<file path="config.mk">
export PLATFORM = sky130hd
export DESIGN_NAME = vram_arbiter_flat
export DESIGN_NICKNAME = d
export VERILOG_FILES = /design/src/rtl/vram_if.sv /design/src/rtl/vram_arbiter.sv /design/src/flat_wrapper.sv
export SDC_FILE = /design/constraint.sdc
export NUM_CORES = 1
export LEC_CHECK = 0
export ABC_CLOCK_PERIOD_IN_PS = 1100
export BUFFER_PORTS_ARGS = -buffer_cell sky130_fd_sc_hd__buf_2
export CAP_MARGIN = 20
export CORE_ASPECT_RATIO = 1.2
export CORE_MARGIN = 3
export CORE_UTILIZATION = 32
export DETAILED_ROUTE_END_ITERATION = 12
export HOLD_SLACK_MARGIN = 0.06
export PLACE_DENSITY_LB_ADDON = 0.15
export SKIP_CTS_REPAIR_TIMING = 1
export SYNTH_ARGS = -nofsm -noshare
export SYNTH_HDL_FRONTEND = slang
export SYNTH_SLANG_ARGS = --single-unit
</file>
<file path="constraint.sdc">
create_clock -name clk -period 1.1 [get_ports clk]
set_input_delay 0.22 -clock clk [delete_from_list [all_inputs] [get_ports clk]]
set_output_delay 0.22 -clock clk [all_outputs]
set_load 0.1 [all_outputs]
</file>
<file path="src/rtl/vram_if.sv">
// Video-RAM arbiter bundle: video fetch, CPU request/ack and single-port RAM signals.
// master = requesters plus RAM model side, slave = the arbiter.
interface vram_if #(
    parameter int AW = 13,
    parameter int DW = 8
);
    logic          vid_req;
    logic [AW-1:0] vid_addr;
    logic [DW-1:0] vid_data;

    logic          cpu_req;
    logic          cpu_we;
    logic [AW-1:0] cpu_addr;
    logic [DW-1:0] cpu_wdata;
    logic [DW-1:0] cpu_rdata;
    logic          cpu_ack;

    logic [AW-1:0] mem_addr;
    logic          mem_we;
    logic [DW-1:0] mem_wdata;
    logic [DW-1:0] mem_rdata;

    modport master (
        output vid_req, vid_addr, cpu_req, cpu_we, cpu_addr, cpu_wdata, mem_rdata,
        input  vid_data, cpu_rdata, cpu_ack, mem_addr, mem_we, mem_wdata
    );

    modport slave (
        input  vid_req, vid_addr, cpu_req, cpu_we, cpu_addr, cpu_wdata, mem_rdata,
        output vid_data, cpu_rdata, cpu_ack, mem_addr, mem_we, mem_wdata
    );
endinterface

</file>
<file path="src/rtl/vram_arbiter.sv">
// Single-port VRAM arbiter: video fetch beats write-buffer drain beats CPU; VRAM_WRITE_BUFFER_EN adds a posted write buffer.
// Latency: video data 1 cycle after vid_req, always; CPU ack 1 cycle after its grant.
// Backpressure: video never stalls; the CPU request is held pending (no timeout) while video or a drain owns the slot.
module vram_arbiter #(
    parameter int AW = 13,
    parameter int DW = 8
) (
    input  logic   clk,
    input  logic   reset_n,
    vram_if.slave  bus
);
    typedef enum logic {
        S_IDLE = 1'b0,
        S_ACK  = 1'b1
    } state_t;

    state_t        r_state;
    logic          r_vid_vld;
    logic [DW-1:0] r_vid_hold;
    logic [DW-1:0] r_rdata_hold;
    logic          r_cpu_ack;
    logic          r_ack_rd;

    logic          w_idle;
    logic          w_cpu_grant;
    logic          w_mem_we_raw;
    logic [DW-1:0] w_ack_rdata;

    assign w_idle = (r_state == S_IDLE);

`ifdef VRAM_WRITE_BUFFER_EN
    logic          r_buf_full;
    logic [AW-1:0] r_buf_addr;
    logic [DW-1:0] r_buf_data;
    logic          r_ack_hit;
    logic [DW-1:0] r_hit_data;

    logic          w_drain;
    logic          w_buf_take;
    logic          w_hit_rd;
    logic          w_ram_grant;

    // Drain takes any slot video leaves free; CPU reads never touch RAM while a write is posted.
    assign w_drain     = r_buf_full && !bus.vid_req;
    assign w_buf_take  = w_idle && bus.cpu_req && bus.cpu_we && !r_buf_full;
    assign w_hit_rd    = w_idle && bus.cpu_req && !bus.cpu_we && r_buf_full
                         && (bus.cpu_addr == r_buf_addr);
    assign w_ram_grant = w_idle && bus.cpu_req && !bus.cpu_we && !r_buf_full
                         && !bus.vid_req;
    assign w_cpu_grant = w_buf_take || w_hit_rd || w_ram_grant;

    assign w_mem_we_raw  = w_drain;
    assign bus.mem_addr  = bus.vid_req ? bus.vid_addr :
                           (w_drain ? r_buf_addr : bus.cpu_addr);
    assign bus.mem_wdata = w_drain ? r_buf_data : bus.cpu_wdata;
    assign w_ack_rdata   = r_ack_hit ? r_hit_data : bus.mem_rdata;

    always_ff @(posedge clk or negedge reset_n) begin
        if (!reset_n) begin
            r_buf_full <= 1'b0;
            r_buf_addr <= '0;
            r_buf_data <= '0;
            r_ack_hit  <= 1'b0;
            r_hit_data <= '0;
        end else begin
            if (w_drain) begin
                r_buf_full <= 1'b0;
            end
            if (w_buf_take) begin
                r_buf_full <= 1'b1;
                r_buf_addr <= bus.cpu_addr;
                r_buf_data <= bus.cpu_wdata;
            end
            if (w_cpu_grant) begin
                r_ack_hit <= w_hit_rd;
            end
            // Snapshot the hit data now: the same cycle may drain and free the entry.
            if (w_hit_rd) begin
                r_hit_data <= r_buf_data;
            end
        end
    end
`else
    assign w_cpu_grant   = w_idle && bus.cpu_req && !bus.vid_req;
    assign w_mem_we_raw  = w_cpu_grant && bus.cpu_we;
    assign bus.mem_addr  = bus.vid_req ? bus.vid_addr : bus.cpu_addr;
    assign bus.mem_wdata = bus.cpu_wdata;
    assign w_ack_rdata   = bus.mem_rdata;
`endif

    // RAM write strobe is combinational, so it is forced low while reset is asserted.
    assign bus.mem_we    = reset_n && w_mem_we_raw;

    assign bus.vid_data  = r_vid_vld ? bus.mem_rdata : r_vid_hold;
    assign bus.cpu_rdata = (r_state == S_ACK && r_ack_rd) ? w_ack_rdata : r_rdata_hold;
    assign bus.cpu_ack   = r_cpu_ack;

    always_ff @(posedge clk or negedge reset_n) begin
        if (!reset_n) begin
            r_vid_vld <= 1'b0;
            r_vid_hold <= '0;
        end else begin
            r_vid_vld <= bus.vid_req;
            if (r_vid_vld) begin
                r_vid_hold <= bus.mem_rdata;
            end
        end
    end

    always_ff @(posedge clk or negedge reset_n) begin
        if (!reset_n) begin
            r_state      <= S_IDLE;
            r_cpu_ack    <= 1'b0;
            r_ack_rd     <= 1'b0;
            r_rdata_hold <= '0;
        end else begin
            r_cpu_ack <= 1'b0;
            case (r_state)
                S_IDLE: begin
                    if (w_cpu_grant) begin
                        r_state   <= S_ACK;
                        r_cpu_ack <= 1'b1;
                        r_ack_rd  <= !bus.cpu_we;
                    end
                end
                S_ACK: begin
                    r_state <= S_IDLE;
                    if (r_ack_rd) begin
                        r_rdata_hold <= w_ack_rdata;
                    end
                end
                default: r_state <= S_IDLE;
            endcase
        end
    end
endmodule

</file>
<file path="src/flat_wrapper.sv">
// flat-port wrapper written by rule: the top's interface ports become plain ports
module vram_arbiter_flat 
#(
    parameter int AW = 13,
    parameter int DW = 8
)
  (clk, reset_n, bus_vid_req, bus_vid_addr, bus_cpu_req, bus_cpu_we, bus_cpu_addr, bus_cpu_wdata, bus_mem_rdata, bus_vid_data, bus_cpu_rdata, bus_cpu_ack, bus_mem_addr, bus_mem_we, bus_mem_wdata);
  vram_if #(.AW(AW), .DW(DW)) bus_i ();
  input  logic clk;
  input  logic reset_n;
  input wire logic [$bits(bus_i.vid_req)-1:0] bus_vid_req;
  input wire logic [$bits(bus_i.vid_addr)-1:0] bus_vid_addr;
  input wire logic [$bits(bus_i.cpu_req)-1:0] bus_cpu_req;
  input wire logic [$bits(bus_i.cpu_we)-1:0] bus_cpu_we;
  input wire logic [$bits(bus_i.cpu_addr)-1:0] bus_cpu_addr;
  input wire logic [$bits(bus_i.cpu_wdata)-1:0] bus_cpu_wdata;
  input wire logic [$bits(bus_i.mem_rdata)-1:0] bus_mem_rdata;
  output wire logic [$bits(bus_i.vid_data)-1:0] bus_vid_data;
  output wire logic [$bits(bus_i.cpu_rdata)-1:0] bus_cpu_rdata;
  output wire logic [$bits(bus_i.cpu_ack)-1:0] bus_cpu_ack;
  output wire logic [$bits(bus_i.mem_addr)-1:0] bus_mem_addr;
  output wire logic [$bits(bus_i.mem_we)-1:0] bus_mem_we;
  output wire logic [$bits(bus_i.mem_wdata)-1:0] bus_mem_wdata;
  assign bus_i.vid_req = bus_vid_req;
  assign bus_i.vid_addr = bus_vid_addr;
  assign bus_i.cpu_req = bus_cpu_req;
  assign bus_i.cpu_we = bus_cpu_we;
  assign bus_i.cpu_addr = bus_cpu_addr;
  assign bus_i.cpu_wdata = bus_cpu_wdata;
  assign bus_i.mem_rdata = bus_mem_rdata;
  assign bus_vid_data = bus_i.vid_data;
  assign bus_cpu_rdata = bus_i.cpu_rdata;
  assign bus_cpu_ack = bus_i.cpu_ack;
  assign bus_mem_addr = bus_i.mem_addr;
  assign bus_mem_we = bus_i.mem_we;
  assign bus_mem_wdata = bus_i.mem_wdata;
  vram_arbiter #(.AW(AW), .DW(DW)) u_core (.clk(clk), .reset_n(reset_n), .bus(bus_i));
endmodule
</file>
==> impl_metrics.toml, run 1 <==
[synth]
synth_mux_area_share_pct = 36.70
synth-xor-area-share_pct = 0
synthDistinctLibCells = 10
yosys_warnings = 0
synth_compound_area_share_pct = 0
syn_inst = 63
syn_nets = 110
synth_fa_ha_area_share_pct = 0
synthSimpleGateAreaFrac_pct = 2.729
netlist_area_um2 = 917.1
syn_area_per_cell_um2 = 14.56
yosysSeqAreaShare_pct = 51.84
synth_top_area_cell = "dfrtp_1"
synth.top_cell.area_share_pct = 51.84
synth_area_leaders = "dfrtp_1 52%, mux2_2 36%, buf_4 6.5%"
ys_ff_latch = 19
synth_top_family_by_area = "multiplexers"

[sta]
rsz0062_at_grt = "true"
hold_viol_final = 0
setup_violations = 34
slew-limit-headroom_pct = 84.66
skew_ns = 0.009370
fmax_mhz = 568.6
fin_crit_ns = 1.759
worst_pin_slew_ns = 0.2301
fin_crit_sh_pct = 159.9
layout_setup_ws_ns = -0.6587
tns_ns = -10.48
slew_viol_final = 0

[power]
p_sw_w = 0.001738
combPwrFrac_pct = 65.9
swShare_pct = 48.52
power.share.clock_pct = 9.6
ir_drop_v = 0.001383
seq_power_share_pct = 24.5
p_int_w = 0.001844
p_per_area_nw_per_um2 = 1818
p_leak_nw = 1.005

[setup_path]
path_buf_inv = 2
crit_type = "reg2out"
rr_startpoint = "u_core.bus.cpu_ack"
critPathArrivalTime_ns = 1.54
startpoint_type = "flop"
cp.depth = 4
required_ns = 0.88
cp_slowest_cell = "dfrtp_4"
crit_fanout = 2
rrSetupSlack_ns = -0.15
worstRegToRegCells = 4
crit_family = "flip-flops"
endpoint_kind = "primary output"
critPathMaxStageDelay_ns = 0.53
cp_cell_sequence = "buf_6 > nor3b_4 > and3_4 > buf_12"
rr_endpoint = "u_core.r_ack_rd"

[worst_hold_path]
hold_depth = 2
hold_class = "in2reg"
min_from = "bus_cpu_we"
hold_path_end = "u_core.r_ack_rd"

[clock_network]
clock_latency_ns = 0.30
cts_buffers = 3
cts_tree = "yes"
htreeDepth = 1
cts.clk_slew.worst_paths_ns = 0.11
cts_sinks = 19
cts_max_path_buffers = 2
root_buffer = "clkbuf_4"

[floorplanning]
fp.dieH_um = 64.65
dieArea_um2 = 3547
core-area_um2 = 2628
io_pins = 86
fp-row-count = 20
dieWidth_um = 54.87
start_util_pct = 34.90

[routing]
first_pass_iters = 2
vias = 813
wl_per_cell_um = 16.05
drt-initial-drc-count = 3
ant_nets = 0
drt_wl_total_mm = 2.761
viasPerCell = 4.727
drc = 0

[job]
maxCapViolCount = 0

[finish]
diodes = 0
syn_to_final_growth_pct = 114.9
final_nets = 187
layout-drive-gt1-share_pct = 84.89
fin_util_pct = 75.00

[global_routing]
grt_pass1_wl_mm = 3.919
antenna_found_initial = 0
grt_pass1_vias = 844
globalRouteTotalUtil_pct = 15.49
gr-total-overflow = 0
grt_max_degree = 20

[outcome]
outcome = "complete, but fails checks"
violations = "setup timing"

[placement]
pre_cts_ws_ns = -0.3872
place.gp.congestion = 0.6508
dp.final_hpwl_mm = 2.089
place.port_buffers = 69
## kinds of logic after synthesis
group,count (synthesis)
buf+inv,11
mux,30
flops,19
simple gates,3
## cell usage after synthesis
master / number
mux2_2: 29
dfrtp_1: 19
inv_1: 1
buf_4: 8
mux2i_1: 1
and3_1: 1
buf_2: 1
nand2_2: 1
nor3b_2: 1
buf_6: 1
## metrics by stage
step / total power, W / hold WS [ns] / cells / instance area [µm²]
floorplan: 0.002518 / -0.07559 / 63 / 1041
global placement: 0.002859 / 0.2294 / 162 / 1710
detailed placement: 0.002888 / 0.2279 / 162 / 1710
CTS: 0.003246 / -0.1123 / 166 / 1738
global route: 0.003706 / 0.09952 / 172 / 1971
finish: 0.003583 / 0.1173 / 172 / 1971
## registers in the layout, summed over array words and instances, names as in the netlist
signal / count
u_core.r_vid_vld: 1
u_core.r_rdata_hold: 8
u_core.r_vid_hold: 8
u_core.r_ack_rd: 1
u_core.bus.cpu_ack: 1
## cell type report
class | count | area [µm²]
timing repair buffer | 82 | 934.6
sequential | 19 | 479.2
inverter | 1 | 3.754
fill | 165 | 656.9
multi-input combinational | 33 | 484.2
tap | 33 | 41.29
clock inverter | 1 | 5.005
clock buffer | 3 | 22.52
## worst max-delay path by stage
| stage | from | endpoint | slack (ns) |
|---|---|---|---|
| floorplan | u_core.bus.cpu_ack | bus_mem_we | -0.39 |
| global placement | u_core.bus.cpu_ack | bus_cpu_rdata[2] | -0.36 |
| detailed placement | u_core.bus.cpu_ack | bus_cpu_rdata[7] | -0.39 |
| CTS | u_core.bus.cpu_ack | bus_cpu_rdata[7] | -0.74 |
| global route | u_core.bus.cpu_ack | bus_mem_we | -0.73 |
| finish | u_core.bus.cpu_ack | bus_mem_we | -0.66 |
## power groups by stage
stage	registers, W	logic (W)	clock network [W]
final	0.000878	0.00236	0.000342
after global routing	0.000891	0.00242	0.000390
after CTS	0.000872	0.00201	0.000365
after detailed placement	0.000885	0.00200	0
after global placement	0.000876	0.00198	0
after floorplan	0.000883	0.00163	0
## cell usage in the layout (no fill, tap or decap), drive strengths merged
master,count
nor3b,1
inv,1
clkinv,1
and3,1
clkbuf,4
mux2i,1
mux2,29
dlygate4sd3,1
buf,80
nand2,1
dfrtp,19
## metal layers
layer  track usage [%]  up-vias  part of all wire, %
met5                 0        -                    0
met4             7.477        0                  1.7
met3             8.276       10                   11
met2             23.82       54                   53
met1             16.81      383                   34
li1                  -      366                    -
Note: power is estimated with default switching activity, not from simulation.
==> inputs of run 2 (changes only) <==
--- a/config.mk
+++ b/config.mk
@@ -9,7 +9,7 @@
 export BUFFER_PORTS_ARGS = -buffer_cell sky130_fd_sc_hd__buf_2
 export CAP_MARGIN = 20
 export CORE_ASPECT_RATIO = 1.2
-export CORE_MARGIN = 3
+export CORE_MARGIN = 1.5
 export CORE_UTILIZATION = 32
 export DETAILED_ROUTE_END_ITERATION = 12
 export HOLD_SLACK_MARGIN = 0.06
==> impl_metrics.toml, run 2 (same netlist as run 1, synthesis figures left out) <==
[clock_network]
cts_sinks = 19
root_buffer = "clkbuf_4"
cts.clk_slew.worst_paths_ns = 0.10
cts_tree = "yes"
cts_max_path_buffers = 2
clock_latency_ns = 0.29
htreeDepth = 1
cts_buffers = 3

[finish]
layout_common_cells = "37 x buf_2, 26 x mux2_4, 22 x buf_12, 18 x dfrtp_1, 12 x buf_6"
layout-drive-gt1-share_pct = 85.00
final_common_cell = "buf_2"
final_nets = 188
diodes = 0
syn_to_final_growth_pct = 107.1
top_regs = "u_core.r_rdata_hold x8, u_core.r_vid_hold x8"
fin_cells = 174

[setup_path]
crit_type = "reg2out"
endpoint_kind = "primary output"
required_ns = 0.88
critPathArrivalTime_ns = 1.53
rrSetupSlack_ns = -0.12
crit_fanout = 8
startpoint_type = "flop"

[sta]
layout_setup_ws_ns = -0.6460
slew_viol_final = 0
fin_crit_sh_pct = 158.7
hold_viol_final = 0
skew_ns = 0.007685
setup_violations = 41
fmax_mhz = 572.7
slew-limit-headroom_pct = 81.57
fin_crit_ns = 1.746
worst_pin_slew_ns = 0.2787
rsz0062_at_grt = "true"

[routing]
drc = 0
drt_wl_total_mm = 2.353
ant_nets = 0
drt-initial-drc-count = 9
first_pass_iters = 4
wl_per_cell_um = 13.52
viasPerCell = 4.517
vias = 786

[outcome]
violations = "setup timing"
outcome = "complete, but fails checks"

[placement]
dp.final_hpwl_mm = 1.858
place.gp.congestion = 0.6870
dp_cells = 163
place.port_buffers = 69

[global_routing]
globalRouteTotalUtil_pct = 14.77
grt_pass1_vias = 776
grt_pass1_wl_mm = 3.401
antenna_found_initial = 0
gr-total-overflow = 0
grt_max_degree = 20

[power]
power_w = 0.003312
p_leak_nw = 0.9876
p_per_area_nw_per_um2 = 1744
ir_drop_v = 0.0009978

[job]
maxCapViolCount = 0

[floorplanning]
fp-row-count = 21
core-area_um2 = 2759
dieWidth_um = 51.87
dieArea_um2 = 3198
start_util_pct = 33.24
io_pins = 86
fp.dieH_um = 61.65

[worst_hold_path]
hold_class = "in2reg"
-- run 2: cell types whose count changed in the layout (fill, tap and decap cells not counted) --
cell     change
buf_6        +1
nand2_4      +1
nand2_8      -1
buf_4        +6
buf_12       -6
-- run 2: per-stage QoR --
step / hold WS [ns] / setup TNS, ns / utilization [%] / area, µm² / setup slack (ns)
floorplan: -0.07559 / -6.587 / - / 1041 / -0.3948
global placement: 0.2353 / -6.478 / 62.04 / 1712 / -0.3600
detailed placement: 0.2326 / -6.851 / 62.04 / 1712 / -0.3740
CTS: -0.1031 / -13.09 / 63.04 / 1739 / -0.7184
global route: 0.1067 / -12.59 / 68.84 / 1899 / -0.7153
finish: 0.1227 / -10.88 / 68.84 / 1899 / -0.6460
-- run 2: cell type report --
type	instances	area, µm²
tap	34	42.54
timing repair buffer	83	870.8
sequential	19	479.2
multi-input combinational	33	475.5
inverter	1	3.754
fill	219	859.6
clock inverter	1	5.005
clock buffer	3	22.52
-- run 2: path summary, 6_finish.rpt --
kind,start,end,cells after the start
max,u_core.bus.cpu_ack,bus_cpu_rdata[1],3
min,bus_cpu_we,u_core.r_ack_rd,2
max reg2reg,u_core.bus.cpu_ack,u_core.r_ack_rd,4
min reg2reg,u_core.r_rdata_hold[3],u_core.r_rdata_hold[3],1
max in group asynchronous,reset_n,u_core.bus.cpu_ack,3
min in group asynchronous,reset_n,u_core.r_rdata_hold[0],3
-- run 2: metal layers --
metal	wire length, µm	global-route usage, %	vias up
li1	-	-	365
met4	48	10.53	0
met5	0	0	-
met3	193	2.913	8
met1	886	17.18	367
met2	1224	24.41	46
-- run 2: where the power goes --
| group | switching, W | internal, W | leakage (nW) |
|---|---|---|---|
| sequential | 0.0000438 | 0.000822 | 0.222 |
| clock | 0.000198 | 0.000135 | 0.0177 |
| combinational | 0.00141 | 0.000699 | 0.748 |
-- run 2: worst max-delay path, stage by stage (launching register included) --
cell and delay, ns:
dfrtp_4 0.51, nand2_4 0.16, mux2_4 0.32, buf_4 0.23
